==> src/rtl/risc_pkg.sv <==
`default_nettype none
// ============================================================================
// risc_pkg : shared RISC-V encodings and redirect-controller types  (rev 1.0)
// ============================================================================
package risc_pkg;

   localparam int CNT_W_DEFAULT = 16;

   localparam logic [2:0] F3_BEQ  = 3'b000;
   localparam logic [2:0] F3_BNE  = 3'b001;
   localparam logic [2:0] F3_BLT  = 3'b100;
   localparam logic [2:0] F3_BGE  = 3'b101;
   localparam logic [2:0] F3_BLTU = 3'b110;
   localparam logic [2:0] F3_BGEU = 3'b111;

   typedef enum logic [1:0] {
      ST_IDLE     = 2'd0,
      ST_FLUSH    = 2'd1,
      ST_REDIRECT = 2'd2
   } brc_state_e;

endpackage
`default_nettype wire

==> src/rtl/branch_control.sv <==
`default_nettype none
// ============================================================================
// branch_control : evaluates B-type branch condition from funct3  (rev 1.0)
// ============================================================================
module branch_control
   import risc_pkg::*;
(
   input  logic        i_is_b_type,
   input  logic [2:0]  i_funct3,
   input  logic [31:0] i_opr_a,
   input  logic [31:0] i_opr_b,
   output logic        o_taken
);

   logic w_eq;
   logic w_lt_s;
   logic w_lt_u;
   logic w_cond;

   assign w_eq   = (i_opr_a == i_opr_b);
   assign w_lt_s = ($signed(i_opr_a) < $signed(i_opr_b));
   assign w_lt_u = (i_opr_a < i_opr_b);

   always_comb begin
      w_cond = 1'b0;
      case (i_funct3)
         F3_BEQ:  w_cond = w_eq;
         F3_BNE:  w_cond = ~w_eq;
         F3_BLT:  w_cond = w_lt_s;
         F3_BGE:  w_cond = ~w_lt_s;
         F3_BLTU: w_cond = w_lt_u;
         F3_BGEU: w_cond = ~w_lt_u;
         default: w_cond = 1'b0;
      endcase
   end

   assign o_taken = i_is_b_type & w_cond;

endmodule
`default_nettype wire

==> src/rtl/branch_redirect_ctrl.sv <==
`default_nettype none
// ============================================================================
// branch_redirect_ctrl : EX-stage mispredict detection, flush and redirect  (rev 1.0)
// ============================================================================
module branch_redirect_ctrl
   import risc_pkg::*;
#(
   parameter int FLUSH_CYCLES = 2,
   parameter int CNT_W        = CNT_W_DEFAULT
)
(
   input  logic             clk,
   input  logic             rst_n,
   input  logic             ex_valid,
   input  logic [31:0]      ex_pc,
   input  logic [31:0]      ex_imm,
   input  logic [31:0]      opr_a,
   input  logic [31:0]      opr_b,
   input  logic             is_b_type,
   input  logic             is_jal,
   input  logic             is_jalr,
   input  logic [2:0]       funct3,
   input  logic             pred_taken,
   input  logic             redirect_ready,
   output logic             ex_stall,
   output logic             flush_if_id,
   output logic             redirect_valid,
   output logic [31:0]      redirect_pc,
   output logic [CNT_W-1:0] branch_cnt,
   output logic [CNT_W-1:0] mispredict_cnt
);

   localparam logic [3:0] c_FLUSH_LOAD = 4'(FLUSH_CYCLES - 1);

   brc_state_e       r_state;
   brc_state_e       w_state_nxt;
   logic [3:0]       r_flush_cnt;
   logic [31:0]      r_redirect_pc;
   logic [CNT_W-1:0] r_branch_cnt;
   logic [CNT_W-1:0] r_mispredict_cnt;

   logic        w_bc_taken;
   logic        w_taken;
   logic        w_is_ctl;
   logic        w_mispredict;
   logic        w_idle;
   logic [31:0] w_jalr_sum;
   logic [31:0] w_target;
   logic        w_flush;
   logic        w_stall;
   logic        w_rvalid;

   branch_control u_branch_control (
      .i_is_b_type (is_b_type),
      .i_funct3    (funct3),
      .i_opr_a     (opr_a),
      .i_opr_b     (opr_b),
      .o_taken     (w_bc_taken)
   );

   assign w_idle       = (r_state == ST_IDLE);
   assign w_is_ctl     = is_b_type | is_jal | is_jalr;
   assign w_taken      = is_b_type ? w_bc_taken : (is_jal | is_jalr);
   assign w_mispredict = ex_valid &
                         ((((is_b_type | is_jal) & (w_taken != pred_taken))) | is_jalr);
   assign w_jalr_sum   = opr_a + ex_imm;

   always_comb begin
      w_target = ex_pc + 32'd4;
      if (is_jalr)
         w_target = {w_jalr_sum[31:1], 1'b0};
      else if (w_taken)
         w_target = ex_pc + ex_imm;
   end

   // State register
   always_ff @(posedge clk) begin
      if (!rst_n)
         r_state <= ST_IDLE;
      else
         r_state <= w_state_nxt;
   end

   // Next-state logic
   always_comb begin
      w_state_nxt = r_state;
      case (r_state)
         ST_IDLE:     if (w_mispredict)       w_state_nxt = ST_FLUSH;
         ST_FLUSH:    if (r_flush_cnt == 4'd0) w_state_nxt = ST_REDIRECT;
         ST_REDIRECT: if (redirect_ready)     w_state_nxt = ST_IDLE;
         default:                             w_state_nxt = ST_IDLE;
      endcase
   end

   // Outputs decoded purely from the state register
   always_comb begin
      w_flush  = 1'b0;
      w_stall  = 1'b0;
      w_rvalid = 1'b0;
      case (r_state)
         ST_FLUSH: begin
            w_flush = 1'b1;
            w_stall = 1'b1;
         end
         ST_REDIRECT: begin
            w_rvalid = 1'b1;
            w_stall  = 1'b1;
         end
         default: ;
      endcase
   end

   always_ff @(posedge clk) begin
      if (!rst_n) begin
         r_flush_cnt      <= 4'd0;
         r_redirect_pc    <= 32'd0;
         r_branch_cnt     <= '0;
         r_mispredict_cnt <= '0;
      end else begin
         if (w_idle && w_mispredict) begin
            r_flush_cnt   <= c_FLUSH_LOAD;
            r_redirect_pc <= w_target;
         end else if (r_state == ST_FLUSH && r_flush_cnt != 4'd0) begin
            r_flush_cnt <= r_flush_cnt - 4'd1;
         end
         if (w_idle && ex_valid && w_is_ctl && !(&r_branch_cnt))
            r_branch_cnt <= r_branch_cnt + 1'b1;
         if (w_idle && w_mispredict && !(&r_mispredict_cnt))
            r_mispredict_cnt <= r_mispredict_cnt + 1'b1;
      end
   end

   assign ex_stall       = w_stall;
   assign flush_if_id    = w_flush;
   assign redirect_valid = w_rvalid;
   assign redirect_pc    = r_redirect_pc;
   assign branch_cnt     = r_branch_cnt;
   assign mispredict_cnt = r_mispredict_cnt;

endmodule
`default_nettype wire

==> config.mk <==
export PLATFORM = sky130hd
export DESIGN_NAME = branch_redirect_ctrl
export DESIGN_NICKNAME = d
export VERILOG_FILES = /design/src/rtl/risc_pkg.sv /design/src/rtl/branch_control.sv /design/src/rtl/branch_redirect_ctrl.sv
export SDC_FILE = /design/constraint.sdc
export NUM_CORES = 1
export LEC_CHECK = 0
export BUFFER_PORTS_ARGS = -buffer_cell sky130_fd_sc_hd__buf_2
export CAP_MARGIN = 20
export CORE_MARGIN = 2
export CORE_UTILIZATION = 50
export DETAILED_ROUTE_END_ITERATION = 8
export PLACE_DENSITY = 0.77
export SYNTH_ARGS = -nofsm -noshare
export SYNTH_HDL_FRONTEND = slang
export SYNTH_HIERARCHICAL = 1
export SYNTH_SLANG_ARGS = --single-unit
==> constraint.sdc <==
create_clock -name clk -period 5.5 [get_ports clk]
set_input_delay 1.375 -clock clk [delete_from_list [all_inputs] [get_ports clk]]
set_output_delay 1.375 -clock clk [all_outputs]
set_load 0.005 [all_outputs]
==> results.yml, run 1 <==
grt:
  antenna_found_initial: 1
  overflow: 0
  grt_pass1_wl_microns: 37500
  grtUsageTotal_pct: 27.7
  grt_max_degree: 55
  grt_pass1_vias: 7507
detailed_routing:
  wl_met3_microns: 2130
  top_layer_used: "met4"
  remaining_drc_errors: 0
  vias: 8499
  drtPass1Iterations: 5
  wl_per_cell_microns: 16.4
  wirelength_met1_microns: 10900
  drt-initial-drc-count: 657
  dr_wl_met2_microns: 10500
  detail-route-antenna-nets: 0
  routed_wl_microns: 24000
  via_per_inst: 5.81
worst_setup_path:
  worstPathArrival_ns: 5.02
  crit_start: "opr_a[31]"
  critPathMaxFanout: 5
  r2r_start: "branch_cnt[0]"
  critical_path_class: "in -> reg"
  required_ns: 5.71
  critPathCaptureType: "flip-flop"
  worstSetupStartpointType: "input port"
finish:
  drive_gt1_share_pct: 20.9
  seq_area_sq_um: 1400
  multi_input_area_sq_um: 6120
  fin_util_pct: 59.9
  fin_nets: 1481
  syn2layout_area_growth_pct: 18.4
  fill_cells: 1476
  finalNonFillerCells: 1463
die:
  io_pins: 206
  die_h_microns: 130
  row_count: 46
  chipWidth_microns: 130
  core_sq_um: 15700
  initial_core_util_pct: 50.6
  design.die.area_sq_um: 16900
cts:
  cts_buffers: 9
  ctsResizeCount: 0
  htreeDepth: 3
  hold_buffers: 0
  clockRootBuffer: "clkbuf_16"
  post_cts_buffers: 0
  cts_tree: "done"
  clock_sinks: 70
  path_clk_slew_ns: 0.06
  clock_path_buffers: 2
  worst_skew_pair.late_latency_ns: 0.33
synthesis:
  synth_edf_count: 0
  syn-num-nets: 1293
  synth-seq-cells: 70
  synth_cell_type_count: 81
  synth_area_per_cell_sq_um: 7.56
  synth_cells: 1052
  synth_seq_area_share_pct: 17.6
  ys.warnings.count: 6
  synth-main-ff-cell: "dfxtp_1"
  async_reset_ff_share_pct: 0
  syn_area_sq_um: 7950
sta:
  fmax_mhz: 208
  final_hold_viol_count: 0
  clock_skew_ns: 0.00864
  rsz0062_at_grt: "no"
  setup_viol_count_final: 0
  fin_ws_ns: 0.685
  fin_tns_setup_ns: 0
  final.period_utilization_pct: 87.5
  relSlewSlack_pct: 53.0
  finalCriticalPeriod_ns: 4.81
  maxSlewViolCount: 0
  tightest_slew_ns: 0.688
run:
  max_cap_violations: 0
place:
  dpl.cell_count: 1445
  gp_congestion: 0.967
  dpl_worst_slack_ns: 0.481
  io_buffers: 205
  hpwl_microns: 20000
min_path:
  hold_start: "redirect_pc[30]"
  hold_path.class: "reg -> reg"
pwr:
  p_sw_share_pct: 38.2
  power_frac_clock_pct: 26.4
  p_int_mw: 1.35
  leakage_nw: 4.33
  p_seq_share_pct: 28.7
  fin_total_pwr_mw: 2.19
  p_comb_share_pct: 44.9
  irDropWorstVdd_mv: 0.192
  power.density_nw_per_um2: 233
  p_switching_uw: 838
status:
  status: "finished, final reports clean"
power groups by stage:
stage | logic (mW) | registers, mW | clock network (mW)
after floorplan | 0.657 | 0.633 | 0
after global placement | 0.950 | 0.638 | 0
after detailed placement | 0.964 | 0.638 | 0
after CTS | 0.971 | 0.629 | 0.585
after global routing | 1.09 | 0.637 | 0.606
final | 0.984 | 0.629 | 0.578
placed cells by master (no fill, tap or decap), types with 7 or more instances in the layout:
| master | netlist | final |
|---|---|---|
| buf_2 | 2 | 205 |
| nor2_1 | 116 | 116 |
| a21oi_1 | 106 | 105 |
| ha_1 | 100 | 100 |
| nand2_1 | 86 | 86 |
| dfxtp_1 | 70 | 70 |
| inv_1 | 57 | 57 |
| o21ai_0 | 56 | 56 |
| xor2_1 | 53 | 53 |
| xnor2_1 | 51 | 51 |
| nand3_1 | 49 | 49 |
| a211oi_1 | 31 | 31 |
| nand4_1 | 28 | 28 |
| a21o_1 | 18 | 18 |
| nor3_1 | 15 | 15 |
| mux2i_1 | 12 | 12 |
| o211ai_1 | 12 | 12 |
| and3_1 | 11 | 11 |
| or3_1 | 11 | 11 |
| o21bai_1 | 10 | 10 |
| clkbuf_16 | 0 | 9 |
| a31oi_1 | 7 | 7 |
| buf_4 | 0 | 7 |
critical path: stages:
cell	delay, ns
buf_2	0.13
ha_1	0.39
nand4_1	0.23
nor2_1	0.20
nor4b_4	0.27
nand2_1	0.14
xnor2_1	0.17
nand3_1	0.09
o21ai_1	0.24
mux2i_1	0.13
mux2i_1	0.27
o211ai_1	0.14
nor2_1	0.34
nand4_1	0.25
nor2_1	0.30
nand4_1	0.17
xor2_1	0.15
nor2_1	0.05
final cells by class:
class                   instances  share of cell area, %
multi-input cells             888                   65.0
flip-flops and latches         70                   14.9
repair buffers                213                   11.7
well taps                     216                   2.87
clock buffers                  10                   2.54
inverters                      58                   2.31
clock inverters                 6                  0.651
diodes                          2                 0.0532
through the flow:
stage	instance area (sq um)	hold WS (ns)
3_5_place_dp	9110	0.448
6_report	9420	0.452
3_3_place_gp	9110	0.441
2_1_floorplan	7950	0.445
5_1_grt	9410	0.479
4_1_cts	9410	0.456
kinds of logic after synthesis:
group           share of synthesized area [%]
compound gates                           26.4
xor+xnor                                 11.5
fa+ha+maj                                16.2
buf+inv                                  5.43
flops                                    17.6
mux                                      1.65
simple gates                             21.2
routing by layer:
| metal | vias to the layer above | track usage, % |
|---|---|---|
| li1 | 4245 | - |
| met1 | 3859 | 39.3 |
| met2 | 357 | 44.8 |
| met3 | 38 | 3.57 |
| met4 | 0 | 6.58 |
| met5 | - | 0 |
cell usage after synthesis, drive strengths merged (4+ instances only):
| master | count | share of area [%] |
|---|---|---|
| a221o | 4 | 0.50 |
| nor2 | 116 | 5.5 |
| a22oi | 4 | 0.38 |
| a21o | 18 | 1.7 |
| a2111oi | 4 | 0.44 |
| buf | 7 | 0.65 |
| nand3 | 49 | 3.1 |
| dfxtp | 70 | 18 |
| nor2b | 6 | 0.47 |
| and2 | 5 | 0.41 |
| a21oi | 109 | 7.0 |
| o21a | 6 | 0.57 |
| a31oi | 7 | 0.55 |
| o21bai | 10 | 0.94 |
| o211ai | 12 | 1.1 |
| o21ai | 60 | 3.8 |
| ha | 100 | 16 |
| nor4 | 5 | 0.39 |
| nor3 | 15 | 0.94 |
| nand4 | 28 | 2.2 |
| clkbuf | 29 | 2.0 |
| inv | 57 | 2.7 |
| or3 | 13 | 1.1 |
| nand2 | 86 | 4.1 |
| and4 | 4 | 0.44 |
| o311ai | 5 | 0.65 |
| xor2 | 53 | 5.8 |
| a211oi | 32 | 3.1 |
| mux2i | 12 | 1.5 |
| and3 | 12 | 0.96 |
| xnor2 | 51 | 5.6 |
| nor4b | 4 | 0.63 |
| a221oi | 8 | 1.2 |
registers in the layout, indices dropped and copies added, names as in the netlist:
name,flops
branch_cnt,16
mispredict_cnt,16
r_flush_cnt,4
r_state,2
redirect_pc,32
worst paths after layout:
kind                        to  slack [ns]  depth (start not counted)
max          mispredict_cnt[9]        0.69                         18
min            redirect_pc[30]        0.45                          2
max reg2reg     branch_cnt[14]        3.04                         10
min reg2reg    redirect_pc[30]        0.45                          2
Note: power is estimated with default switching activity, not from simulation.
==> run 2, diff against run 1 <==
--- a/config.mk
+++ b/config.mk
@@ -5,12 +5,12 @@
 export SDC_FILE = /design/constraint.sdc
 export NUM_CORES = 1
 export LEC_CHECK = 0
-export BUFFER_PORTS_ARGS = -buffer_cell sky130_fd_sc_hd__buf_2
+export BUFFER_PORTS_ARGS = -buffer_cell sky130_fd_sc_hd__clkbuf_2
 export CAP_MARGIN = 20
 export CORE_MARGIN = 2
-export CORE_UTILIZATION = 50
+export CORE_UTILIZATION = 41
 export DETAILED_ROUTE_END_ITERATION = 8
-export PLACE_DENSITY = 0.77
+export PLACE_DENSITY = 0.65
 export SYNTH_ARGS = -nofsm -noshare
 export SYNTH_HDL_FRONTEND = slang
 export SYNTH_HIERARCHICAL = 1
==> run 2 against run 1 <==
Effect of this change:
- final area increased by 0.51%
- worst hold slack better by 0.017 ns
- total power increased by 0.66%
- global-route usage shrank 4.1 points
- maximum frequency grew 2.9%
- utilization fell by 9.8 points
- via count down 2.9%
- register-to-register slack improved by 0.04 ns
- sequential cell count did not move
- wire length up 2.3%
- critical path depth stayed put
- clock skew about the same
- critical path type unchanged
- largest power group unchanged
==> results.yml, run 2 (synthesis gave the netlist of run 1 again) <==
worst_setup_path:
  worstPathArrival_ns: 4.89
  r2r_start: "branch_cnt[0]"
  critical_path_class: "in -> reg"
  max_stage_delay_ns: 0.37
  required_ns: 5.71
  r2r_end: "branch_cnt[14]"
  crit_chain: "clkbuf_2, ha_1, nor2b_1, o211ai_1, a2111o_1, o211ai_1, a21oi_2, xnor2_1, o21ai_1, mux2i_1, mux2i_1, o211ai_1, nor2_1, nand4_1, nor2_1, nand4_1, xor2_1, nor2_1"
  path_delay_family: "compound AO/OA/AOI/OAI gates"
  critPathCaptureType: "flip-flop"
  worstSetupStartpointType: "input port"
  cp.depth: 18
  reg2reg_slack_ns: 3.08
  critPathBufInv: 1
  critPathMaxFanout: 5
  ff2ff_path_depth: 10
  cp_slowest_cell: "a2111o_1"
sta:
  tightest_slew_ns: 0.701
  fmax_mhz: 214
  setup_viol_count_final: 0
  finalCriticalPeriod_ns: 4.68
  final.period_utilization_pct: 85.1
  final_hold_viol_count: 0
  relSlewSlack_pct: 52.7
  rsz0062_at_grt: "no"
  clock_skew_ns: 0.00895
  fin_tns_setup_ns: 0
  maxSlewViolCount: 0
finish:
  fill_cells: 1944
  mostFrequentLayoutCell: "clkbuf_2"
  fin_util_pct: 50.1
  syn2layout_area_growth_pct: 19.0
  largest_register_ff_count: 32
  finalNonFillerCells: 1505
  drive_gt1_share_pct: 20.9
  fin_nets: 1481
  layout_common_cells: "205 x clkbuf_2, 116 x nor2_1, 105 x a21oi_1"
  multi_input_area_sq_um: 6120
  antenna_cells: 0
  seq_area_sq_um: 1400
cts:
  clock_path_buffers: 2
  worst_skew_pair.late_latency_ns: 0.33
  path_clk_slew_ns: 0.06
  clockRootBuffer: "clkbuf_16"
  cts_buffers: 9
  hold_buffers: 0
  post_cts_buffers: 0
  cts_tree: "done"
  ctsResizeCount: 0
  htreeDepth: 3
  clock_sinks: 70
grt:
  grt_max_degree: 55
  grtUsageTotal_pct: 23.6
  antenna_found_initial: 1
  overflow: 0
  grt_pass1_vias: 7530
  grt_pass1_wl_microns: 38400
detailed_routing:
  drtPass1Iterations: 5
  vias: 8255
  via_per_inst: 5.49
  routed_wl_microns: 24500
  drt-initial-drc-count: 482
  wl_per_cell_microns: 16.3
  remaining_drc_errors: 0
  detail-route-antenna-nets: 0
die:
  io_pins: 206
  die_h_microns: 143
  row_count: 50
  core_sq_um: 18900
  design.die.area_sq_um: 20500
  initial_core_util_pct: 42.1
  chipWidth_microns: 143
min_path:
  hold_start: "redirect_pc[30]"
  hold_path.class: "reg -> reg"
  hold_end: "redirect_pc[30]"
  holdPathStages: 2
pwr:
  power.density_nw_per_um2: 233
  leakage_nw: 4.30
  irDropWorstVdd_mv: 0.161
place:
  hpwl_microns: 20800
  io_buffers: 205
  gp_congestion: 0.977
  dpl.cell_count: 1489
status:
  status: "finished, final reports clean"
run:
  max_cap_violations: 0
==> run 2: cell types whose count changed in the layout (fill, tap and decap cells not counted) <==
cell,before,now
buf_12,1,0
buf_2,205,0
buf_4,7,8
clkbuf_2,0,205
clkinv_2,3,0
clkinv_4,1,3
clkinvlp_4,1,2
diode_2,2,0
==> run 2: report_power, final <==
part | leakage, nW | total [mW] | switching, mW | internal [mW]
sequential | 0.570 | 0.631 | 0.0515 | 0.580
clock | 0.145 | 0.591 | 0.226 | 0.365
combinational | 3.58 | 0.983 | 0.572 | 0.411
==> run 2: how the worst max path moves through the flow <==
| stage | from | slack, ns | to |
|---|---|---|---|
| CTS | opr_a[1] | 0.85 | mispredict_cnt[9] |
| global placement | opr_a[1] | 0.58 | mispredict_cnt[9] |
| global route | opr_a[1] | 0.45 | mispredict_cnt[9] |
| finish | opr_a[1] | 0.82 | mispredict_cnt[9] |
| floorplan | opr_b[1] | 1.19 | mispredict_cnt[13] |
| detailed placement | opr_a[1] | 0.50 | mispredict_cnt[9] |
==> run 2: through the flow <==
stage                     cell area, sq um  hold WS [ns]  setup slack (ns)  total power, mW
final                                 9460         0.469             0.821             2.21
after global routing                  9460         0.505             0.453             2.37
after CTS                             9460         0.475             0.850             2.21
after detailed placement              9150         0.464             0.496             1.61
after global placement                9150         0.459             0.580             1.61
after floorplan                       7950         0.445              1.19             1.29
==> run 2: metal layers <==
layer  global-route usage, %  part of all wire [%]  vias to the layer above
met1                    34.8                    49                     3682
li1                        -                     -                     4238
met4                    7.59                   2.4                        2
met3                    3.42                   7.5                       35
met2                    35.2                    41                      298
met5                       0                 0.053                        -
==> run 2: area by class of cell <==
| class | instances | share of cell area, % |
|---|---|---|
| sequential | 70 | 14.8 |
| timing repair buffer | 213 | 11.5 |
| clock buffer | 10 | 2.53 |
| clock inverter | 6 | 0.754 |
| inverter | 58 | 2.30 |
| multi-input combinational | 888 | 64.7 |
| tap | 260 | 3.44 |
==> run 2: tightest hold or removal path, delay by kind of cell, from the launching register on <==
family	cells	cell delay, ns
flip-flops	1	0.32
AND/OR/NAND/NOR	1	0.06
AO/OA/AOI/OAI	1	0.05
